$ cat src/rtl/idli_sqi_ctrl_m.sv
// SQI memory transaction sequencer: CMD, 24b ADDR, optional DUMMY and DATA phases locked to the 4-cycle group counter.
// Build option: define IDLI_SQI_DUMMY_EN to insert 4 dummy cycles ahead of read data.
//
//   state | meaning
//   IDLE  | CS high, waiting for a request on the last cycle of a group
//   CMD   | 2 nibbles of command byte (0x02 write, 0x03 read)
//   ADDR  | 6 nibbles of {8'h00, addr}, most significant first
//   DUMMY | 4 turnaround cycles before read data (IDLI_SQI_DUMMY_EN only)
//   DATA  | one nibble per cycle to/from the reversing buffer until stop on group end
module idli_sqi_ctrl_m (
    input  logic        i_sqi_gck,
    input  logic        i_sqi_rst_n,
    input  logic [1:0]  i_sqi_ctr,
    input  logic        i_sqi_req,
    input  logic        i_sqi_wr,
    input  logic [15:0] i_sqi_addr,
    input  logic        i_sqi_stop,
    output logic        o_sqi_ack,
    output logic        o_sqi_busy,
    output logic        o_sqi_cs_n,
    output logic        o_sqi_oe,
    output logic [3:0]  o_sqi_sio,
    input  logic [3:0]  i_sqi_sio,
    output logic        o_sqi_push,
    output logic [3:0]  o_sqi_slice,
    input  logic [3:0]  i_sqi_slice
);

    typedef enum logic [2:0] {
        S_IDLE  = 3'd0,
        S_CMD   = 3'd1,
        S_ADDR  = 3'd2,
`ifdef IDLI_SQI_DUMMY_EN
        S_DUMMY = 3'd3,
`endif
        S_DATA  = 3'd4
    } state_t;

    state_t      state_q, state_d;
    logic [2:0]  cnt_q, cnt_d;
    logic [15:0] addr_q, addr_d;
    logic        wr_q, wr_d;
    logic        arm_q;

    logic        last_group;
    logic        cnt_zero;
    logic        accept;
    logic [23:0] addr_word;

    assign last_group = (i_sqi_ctr == 2'd3);
    assign cnt_zero   = (cnt_q == 3'd0);
    assign addr_word  = {8'h00, addr_q};
    // arm_q blocks acceptance until one edge after reset release
    assign accept     = (state_q == S_IDLE) && i_sqi_req && last_group && arm_q;

    always_ff @(posedge i_sqi_gck or negedge i_sqi_rst_n) begin
        if (!i_sqi_rst_n) begin
            state_q <= S_IDLE;
            cnt_q   <= 3'd0;
            addr_q  <= 16'h0000;
            wr_q    <= 1'b0;
            arm_q   <= 1'b0;
        end else begin
            state_q <= state_d;
            cnt_q   <= cnt_d;
            addr_q  <= addr_d;
            wr_q    <= wr_d;
            arm_q   <= 1'b1;
        end
    end

    always_comb begin
        state_d = state_q;
        cnt_d   = cnt_q;
        addr_d  = addr_q;
        wr_d    = wr_q;
        case (state_q)
            S_IDLE: begin
                if (accept) begin
                    state_d = S_CMD;
                    cnt_d   = 3'd1;
                    addr_d  = i_sqi_addr;
                    wr_d    = i_sqi_wr;
                end
            end
            S_CMD: begin
                if (cnt_zero) begin
                    state_d = S_ADDR;
                    cnt_d   = 3'd5;
                end else begin
                    cnt_d = cnt_q - 3'd1;
                end
            end
            S_ADDR: begin
                if (cnt_zero) begin
`ifdef IDLI_SQI_DUMMY_EN
                    if (!wr_q) begin
                        state_d = S_DUMMY;
                        cnt_d   = 3'd3;
                    end else begin
                        state_d = S_DATA;
                    end
`else
                    state_d = S_DATA;
`endif
                end else begin
                    cnt_d = cnt_q - 3'd1;
                end
            end
`ifdef IDLI_SQI_DUMMY_EN
            S_DUMMY: begin
                if (cnt_zero) begin
                    state_d = S_DATA;
                end else begin
                    cnt_d = cnt_q - 3'd1;
                end
            end
`endif
            S_DATA: begin
                // stop only counts on a group boundary so whole words are moved
                if (i_sqi_stop && last_group) begin
                    state_d = S_IDLE;
                end
            end
            default: state_d = S_IDLE;
        endcase
    end

    always_comb begin
        o_sqi_ack   = accept;
        o_sqi_busy  = 1'b1;
        o_sqi_cs_n  = 1'b1;
        o_sqi_oe    = 1'b0;
        o_sqi_sio   = 4'h0;
        o_sqi_push  = 1'b0;
        o_sqi_slice = 4'h0;
        case (state_q)
            S_IDLE: begin
                o_sqi_busy = 1'b0;
            end
            S_CMD: begin
                o_sqi_cs_n = 1'b0;
                o_sqi_oe   = 1'b1;
                o_sqi_sio  = cnt_q[0] ? 4'h0 : {3'b001, ~wr_q};
            end
            S_ADDR: begin
                o_sqi_cs_n = 1'b0;
                o_sqi_oe   = 1'b1;
                o_sqi_sio  = addr_word[{cnt_q, 2'b00} +: 4];
            end
`ifdef IDLI_SQI_DUMMY_EN
            S_DUMMY: begin
                o_sqi_cs_n = 1'b0;
            end
`endif
            S_DATA: begin
                o_sqi_cs_n = 1'b0;
                o_sqi_push = 1'b1;
                if (wr_q) begin
                    o_sqi_oe  = 1'b1;
                    o_sqi_sio = i_sqi_slice;
                end else begin
                    o_sqi_slice = i_sqi_sio;
                end
            end
            default: begin
                o_sqi_busy = 1'b0;
            end
        endcase
    end

endmodule

$ cat config.mk
export PLATFORM = sky130hd
export DESIGN_NAME = idli_sqi_ctrl_m
export DESIGN_NICKNAME = d
export VERILOG_FILES = /design/src/rtl/idli_sqi_ctrl_m.sv
export SDC_FILE = /design/constraint.sdc
export NUM_CORES = 1
export LEC_CHECK = 0
export BUFFER_PORTS_ARGS = -buffer_cell sky130_fd_sc_hd__clkbuf_2
export CORE_AREA = 5 5 73 48
export DETAILED_ROUTE_END_ITERATION = 7
export DIE_AREA = 0 0 78 53
export PLACE_DENSITY_LB_ADDON = 0.12
export SYNTH_ARGS = -nofsm -noshare
export SYNTH_HDL_FRONTEND = slang
export SYNTH_SLANG_ARGS = --single-unit
$ cat constraint.sdc
create_clock -name i_sqi_gck -period 2.12 [get_ports i_sqi_gck]
set_input_delay 0.318 -clock i_sqi_gck [delete_from_list [all_inputs] [get_ports i_sqi_gck]]
set_output_delay 0.318 -clock i_sqi_gck [all_outputs]
set_load 0.05 [all_outputs]
==> summary.txt, run 1 <==
FF+latch count, synth = 24
vias per inst = 5.19
final hold slack = 0.0379 ns
Gate Count Post-Synth = 105
post-place setup slack = 0.250 ns
VDD IR max = 0.000679 V
Reg2Reg Depth = 3
slowest CP cell = or4_4
total CTS buffers = 3
via count of the first global-routing pass = 954
die width = 78 µm
max-cap check violation count = 0
Clk Latency, worst-skew pair = 0.27 ns
Crit path required time = 1.80 ns
Nets = 185
clk buf depth = 2
first-pass iteration count of the detailed router = 4
Buf+Inv Stages, Crit Path = 2
storage element area = 603 µm²
post-synth net total = 138
Starting Density = 47.1%
type of the tightest min-delay check = input port to async pin
Port Buf Inserts = 43
footprint of the multi-input gates = 634 µm²
P&R area growth vs syn = 25.4%
setup fix buffers added after clock tree synthesis = 0
first-pass GRT wire length = 4.63 mm
R2R Setup Slk = 0.34 ns
Critical Path AT = 1.73 ns
Area after DPL = 1550 µm²
final critical-path setup slack = 0.0743 ns
Max Freq = 489 MHz
fin crit period = 2.05 ns
Root Buffer = clkbuf_8
count of cell types in the netlist = 34
Final setup viols = 0
LEAKAGE = 0.000848 µW
cell family with most CP delay = simple AND/OR/NAND/NOR gates
H-Tree Level Count = 1
Total Wirelength = 2.81 mm
CP max FO = 9
TNS Setup = 0 ns
Cell Area, Synth = 1300 µm²
hpwl dp = 2.16 mm
Wirelength per Cell = 15.2 µm
placer congestion estimate = 0.852
Max Clock Skew = 0.00594 ns
total grt overflow = 0
GR Util All Layers = 14.5%
Yosys top cell by area = dfrtp_1
largest net degree at the start of global routing = 25
Slew headroom = 60.6%
routed via count = 961
crit-path cells = or4_4 -> inv_1 -> buf_2
TritonCTS clock tree = done
kind of critical path = flop to primary output
FF-to-FF End = addr_q[12]
Hold Fails Final Rpt = 0
Finished Cell Area = 1630 µm²
fraction of registers with async set/reset = 100%
largest cells by area after synthesis = dfrtp_1 (46%), mux2_4 (9.2%), mux2_2 (7.8%), mux4_2 (6.9%), and3_1 (1.9%)
sequential cell area fraction in the yosys report = 46.2%
Pwr per Cell Area = 1660 nW/µm²
crit share post-route = 96.5%
Die Area = 4130 µm²
DR DRC count = 0
Synth Warn # = 0
Top Ports = 44
CP Launch Type = flop
Setup crit end kind = primary output
CP peak stage delay = 0.65 ns
Iter 0 DRT Violations = 66
status = completed
share of cells above drive strength 1 = 51.0%
diodes inserted = 0
pin slew with the least headroom to its limit = 0.591 ns
Sink Count = 24
Site Rows = 15
Die Y = 53 µm
RSZ-0062 raised after global routing = true
Mean Syn Cell Area = 12.4 µm²
core box area = 2760 µm²
fill count = 225
initial antenna violation count = 0
Clock transition at path regs = 0.09 ns
EDFF count, synth = 0
top-area cell type share of the netlist area = 46.2%
Reg-to-Reg Start = state_q[1]
final slew viol count = 0
Routed Antenna Nets = 0
Synth Flop Type = dfrtp_1
## area by class of cell
type                       count  share of cell area (%)
timing repair buffer          47                    15.7
clock buffer                   3                    2.53
clock inverter                 1                    1.84
inverter                       6                    1.46
tap                           34                    2.61
sequential                    24                    37.0
multi-input combinational     70                    38.9
## placed cells by master (no fill, tap or decap), drive strengths merged, types with 5 or more instances in the layout
| cell | Yosys | routed |
|---|---|---|
| nor2 | 5 | 5 |
| clkbuf | 2 | 44 |
| nand2 | 6 | 6 |
| buf | 3 | 6 |
| mux2 | 17 | 17 |
| dfrtp | 24 | 24 |
| inv | 5 | 5 |
| o21ai | 5 | 5 |
## per-layer routing
| layer | track usage, % | vias up | wire length [µm] |
|---|---|---|---|
| li1 | - | 472 | - |
| met1 | 20.9 | 452 | 1360 |
| met2 | 20.8 | 35 | 1180 |
| met3 | 5.27 | 2 | 248 |
| met4 | 3.37 | 0 | 20 |
| met5 | 0 | - | 0 |
## registers in the layout (all words and copies together) (netlist names)
register	count
arm_q	1
addr_q	16
state_q	3
wr_q	1
cnt_q	3
## worst max-delay path by stage
stage	from	endpoint	slack, ns	depth (start not counted)
6_report	state_q[1]	o_sqi_ack	0.07	3
3_5_place_dp	cnt_q[0]	o_sqi_sio[3]	0.25	3
3_3_place_gp	cnt_q[0]	o_sqi_sio[2]	0.28	3
2_1_floorplan	state_q[2]	o_sqi_busy	-0.08	5
4_1_cts	state_q[0]	o_sqi_sio[1]	0.02	6
5_1_grt	state_q[1]	o_sqi_busy	-0.03	5
## cell usage after synthesis, types with 2 or more instances
cell and n:
dfrtp_1 24, mux2_2 9, mux2_4 8, nand2_1 6
inv_1 5, nor2_1 5, o21ai_0 5, and3_1 4
mux4_2 4, nand2b_1 4, a21oi_1 2, a32o_1 2
buf_6 2, clkbuf_1 2, ha_1 2, mux2i_1 2
nor3_1 2
## where the power goes
part / internal (µW) / total [µW] / switching (µW) / leakage [µW]
clock network: 252 / 401 / 148 / 0.0000357
registers: 681 / 880 / 200 / 0.000291
logic: 630 / 1430 / 801 / 0.000522
## cell families after synthesis
logic type	share of synthesized area, %
other cells	0.288
buf+inv	5.58
flops	46.2
mux	25.5
fa+ha+maj	1.92
simple gates	11.1
compound gates	9.43
## stage by stage
step	std cells	power (µW)	utilization, %
final	185	2710	59.1
after global routing	185	2900	59.1
after CTS	185	2710	58.7
after detailed placement	181	2300	56.0
after global placement	181	2280	56.0
after floorplan	105	1990	-
## timing repair
action / 4_1_cts / 5_1_grt
gates resized for setup: 2 / 11
endpoints found under the setup margin: 3 / 7
hold buffers: 0 / 0
Power figures use the tool's default switching activity.
==> run 2: changes to the inputs <==
REMOVE_ABC_BUFFERS = 1   (was default)
==> run 2 against run 1 <==
  * Sequential cell count did not move
  * Combinational power barely moved
  * Power fell by 2.5%
  * Sequential share of layout area barely moved
  * Largest power group unchanged
  * Worst hold slack improved by 0.0074 ns
  * Utilization barely moved
  * Final cell count rose by 1.6%
  * Clock-buffer cell count rose by 1
  * Via count rose by 2.8%
  * Cell area barely moved
==> summary.txt, run 2 (synthesis results as in run 1) <==
hold buffer count at CTS = 0
post-place setup slack = 0.243 ns
Buf+Inv Stages, Crit Path = 2
initial antenna violation count = 0
via count of the first global-routing pass = 954
Nets = 188
commonest cells after routing, fill and taps aside = clkbuf_2 (41), dfrtp_1 (22), mux2_2 (9)
FF-to-FF End = addr_q[0]
final critical-path setup slack = 0.0706 ns
first-pass GRT wire length = 4.81 mm
H-Tree Level Count = 1
status = completed
max-cap check violation count = 0
Reg2Reg Depth = 3
Wirelength per Cell = 15.7 µm
Starting Density = 47.1%
VDD IR max = 0.000679 V
DR DRC count = 0
Critical Path AT = 1.73 ns
Total Wirelength = 2.96 mm
final core utilization = 59.0%
Reg with most FFs = addr_q
P&R area growth vs syn = 25.3%
core box area = 2760 µm²
crit share post-route = 96.7%
R2R Setup Slk = 0.31 ns
Port Buf Inserts = 43
commonest non-fill, non-tap cell in the layout = clkbuf_2
biggest regs = addr_q (16), cnt_q (3), state_q (3)
Top Ports = 44
type of the tightest min-delay check = input port to async pin
Hold Fails Final Rpt = 0
Routed Antenna Nets = 0
Pwr per Cell Area = 1620 nW/µm²
Crit path required time = 1.80 ns
Clock transition at path regs = 0.08 ns
fill count = 240
share of cells above drive strength 1 = 51.9%
Die Y = 53 µm
Finished Cell Area = 1630 µm²
Root Buffer = clkbuf_8
Iter 0 DRT Violations = 45
Max Clock Skew = 0.00435 ns
Site Rows = 15
LEAKAGE = 0.000846 µW
Final setup viols = 0
placer congestion estimate = 0.725
diodes inserted = 0
RSZ-0062 raised after global routing = false
TNS Setup = 0 ns
kind of critical path = flop to primary output
CP max FO = 12
pin slew with the least headroom to its limit = 0.601 ns
Setup crit end kind = primary output
clk buf depth = 2
GR Util All Layers = 15.4%
hpwl dp = 2.30 mm
vias per inst = 5.26
Area after DPL = 1550 µm²
first-pass iteration count of the detailed router = 4
Slew headroom = 60.0%
slowest CP cell = or4_4
Die Area = 4130 µm²
TritonCTS clock tree = done
Max Freq = 488 MHz
Reg-to-Reg Start = state_q[2]
Clk Latency, worst-skew pair = 0.26 ns
final slew viol count = 0
max reg flops = 16
Sink Count = 24
cell family with most CP delay = simple AND/OR/NAND/NOR gates
fin crit period = 2.05 ns
total CTS buffers = 3
total grt overflow = 0
CP peak stage delay = 0.66 ns
routed via count = 988
die width = 78 µm
crit-path cells = or4_4 -> inv_1 -> clkbuf_4
largest net degree at the start of global routing = 25
CP Launch Type = flop
[run 2: changes by cell type in the layout (fill, tap and decap cells not counted)]
cell / before / now
clkinvlp_4: 0 / 1
clkbuf_4: 3 / 1
buf_4: 5 / 7
bufinv_16: 1 / 0
clkbuf_2: 38 / 41
clkinv_2: 1 / 0
clkbuf_8: 3 / 4
o21ai_0: 3 / 5
nor3_2: 0 / 1
o21ai_1: 2 / 0
nor2_4: 1 / 0
nor2_1: 4 / 5
nor3_1: 2 / 1
[run 2: what timing repair did]
action	in CTS	in global routing
endpoints found under the setup margin	5	7
pin swaps	0	0
setup buffers	0	1
resized for setup	2	4
gates cloned	0	0
[run 2: metal layers]
metal  routed length, µm  track usage (%)  up-vias  share of wire, %
met3                 282             6.63        4               9.5
met4                  31             4.78        0               1.0
met5                   0                0        -                 0
met1                1410             21.5      470                48
li1                    -                -      476                 -
met2                1240             21.3       38                42
[run 2: cell type report]
cell class	count	area [µm²]	share of cell area, %
multi-input cells	70	632	38.8
flip-flops and latches	24	603	37.0
repair buffers	50	270	16.6
clock buffers	4	55.1	3.38
well taps	34	42.5	2.61
inverters	6	26.3	1.61
[run 2: worst max-delay path by stage]
stage / from / end / slack, ns / depth (start not counted)
finish: state_q[2] / o_sqi_ack / 0.07 / 3
global route: cnt_q[0] / o_sqi_sio[0] / 0.0001 / 4
CTS: state_q[2] / o_sqi_sio[0] / 0.03 / 5
detailed placement: cnt_q[0] / o_sqi_sio[2] / 0.24 / 3
global placement: cnt_q[0] / o_sqi_sio[2] / 0.27 / 3
floorplan: state_q[0] / o_sqi_busy / -0.51 / 5
[run 2: report_power, final]
group          total [µW]  internal [µW]  switching (µW)
clock network         306            166             140
registers             887            681             207
logic                1450            633             819
total                2650           1480            1170
[run 2: stage by stage]
stage | hold WS (ns) | power (µW) | instances
global route | 0.0991 | 2830 | 188
global placement | 0.345 | 2280 | 183
finish | 0.0453 | 2650 | 188
CTS | 0.0563 | 2630 | 187
floorplan | 0.0224 | 1920 | 100
detailed placement | 0.349 | 2310 | 183
[run 2: worst register-to-register path, cell delays in order, from the launching register on]
cell	delay, ns
dfrtp_2	0.50
or4_4	0.66
buf_4	0.24
mux2_4	0.30
==> run 3: changes to the inputs <==
CORE_AREA = 5 5 72 48   (was 5 5 73 48)
CTS_BUF_LIST = sky130_fd_sc_hd__clkbuf_4   (was default)
DIE_AREA = 0 0 77 53   (was 0 0 78 53)
==> run 3 against run 2 <==
  * Sequential power about the same
  * Register-to-register slack worse by 0.04 ns
  * Utilization up 1.5 points
  * Die area down 1.3%
  * Clock-buffer cell count down 1
  * Clock power down 33%
  * Maximum frequency up 0.68%
  * Clock skew up 0.0047 ns
  * Critical path type unchanged
  * Critical endpoint unchanged
  * Largest power group unchanged
==> summary.txt, run 3 (synthesis results as in run 1) <==
total CTS buffers = 3
placed cell count = 184
R2R Setup Slk = 0.27 ns
Clock transition at path regs = 0.14 ns
max-cap check violation count = 0
worst setup path startpoint = state_q[2]
commonest non-fill, non-tap cell in the layout = clkbuf_2
Clk Latency, worst-skew pair = 0.31 ns
Hold Path Origin = i_sqi_addr[7]
Starting Density = 47.8%
Nets = 191
CP max FO = 12
commonest cells after routing, fill and taps aside = clkbuf_2 (32), dfrtp_1 (21), buf_4 (10)
die width = 77 µm
status = completed
Port Buf Inserts = 43
largest net degree at the start of global routing = 25
VDD IR max = 0.000523 V
final slew viol count = 0
pin slew with the least headroom to its limit = 0.600 ns
Slew headroom = 60.0%
Total Wirelength = 2.90 mm
DR DRC count = 0
FF-to-FF End = cnt_q[1]
max reg flops = 16
diodes inserted = 0
Site Rows = 15
Reg-to-Reg Start = cnt_q[0]
Setup crit end kind = primary output
CP Launch Type = flop
end of the critical path = o_sqi_ack
P&R area growth vs syn = 26.7%
Root Buffer = clkbuf_4
Crit path required time = 1.80 ns
Die Y = 53 µm
share of cells above drive strength 1 = 52.2%
Sink Count = 24
Non-Filler Instances = 191
clk buf depth = 2
Iter 0 DRT Violations = 85
Reg2Reg Depth = 8
GR Util All Layers = 15.2%
kind of critical path = flop to primary output
total grt overflow = 0
RSZ-0062 raised after global routing = true
placer congestion estimate = 0.762
fill count = 237
initial antenna violation count = 0
routed via count = 1007
post-place setup slack = 0.233 ns
type of the tightest min-delay check = input port to flop
H-Tree Level Count = 1
Critical Path AT = 1.72 ns
Max Freq = 491 MHz
LEAKAGE = 0.000852 µW
first-pass GRT wire length = 4.77 mm
TritonCTS clock tree = done
core box area = 2720 µm²
Hold Fails Final Rpt = 0
final critical-path setup slack = 0.0844 ns
Die Area = 4080 µm²
Final setup viols = 0
vias per inst = 5.27
hpwl dp = 2.27 mm
Routed Antenna Nets = 0
Top Ports = 44
Max Clock Skew = 0.00901 ns
fin crit period = 2.04 ns
crit share post-route = 96.0%
first-pass iteration count of the detailed router = 4
via count of the first global-routing pass = 972
final core utilization = 60.5%
biggest regs = addr_q (16), cnt_q (3), state_q (3)
Pwr per Cell Area = 1570 nW/µm²
Wirelength per Cell = 15.2 µm
Reg with most FFs = addr_q
## run 3: cell count changes in the layout (fill, tap and decap cells not counted), moves of 2 or more
cell,delta
buf_2,+4
buf_4,+3
buf_6,+2
clkbuf_2,-9
clkbuf_4,+5
clkbuf_8,-4
## run 3: worst min path at each step
stage          cells past startpoint   endpoint  slack (ns)
2_1_floorplan                      0  addr_q[0]        0.02
3_3_place_gp                       1  addr_q[8]        0.35
3_5_place_dp                       1  addr_q[8]        0.36
4_1_cts                            2  addr_q[0]        0.22
5_1_grt                            2  addr_q[1]        0.21
6_report                           2  addr_q[7]        0.22
## run 3: final cells by class
type                       instances  area, µm²  area share [%]
clock buffer                       3       22.5            1.37
clock inverter                     1       3.75           0.228
inverter                           6       26.3            1.60
multi-input combinational         70        632            38.4
sequential                        24        604            36.7
tap                               34       42.5            2.58
timing repair buffer              53        315            19.1
## run 3: repair_timing
item                                    4_1_cts  5_1_grt
setup buffers                                 2        0
resized for setup                             4       21
gates cloned                                  0        0
hold buffers                                  1        0
endpoints found under the hold margin        16        0
endpoints found under the setup margin        4       12
## run 3: routing by layer
metal	routed length, µm	up-vias	global-route usage (%)
li1	-	485	-
met1	1440	479	21.9
met2	1160	41	21.7
met3	276	2	6.29
met4	14	0	2.57
met5	0	-	0
## run 3: power by group
| part | leakage [µW] | total (µW) | switching, µW | internal (µW) |
|---|---|---|---|---|
| logic | 0.000548 | 1490 | 813 | 677 |
| clock network | 0.0000154 | 205 | 136 | 68.8 |
| registers | 0.000289 | 886 | 206 | 681 |
## run 3: through the flow
step	area, µm²	setup TNS [ns]	power (µW)	hold slack [ns]
after detailed placement	1560	0	2310	0.358
after global placement	1560	0	2280	0.347
final	1650	0	2580	0.223
after global routing	1650	-0.0176	2750	0.207
after CTS	1620	0	2560	0.217
after floorplan	1250	-0.627	1920	0.0224
## run 3: critical path, cell delays in order (launching register included)
cell	delay, ns
dfrtp_2	0.51
or4_4	0.58
inv_1	0.07
buf_2	0.25
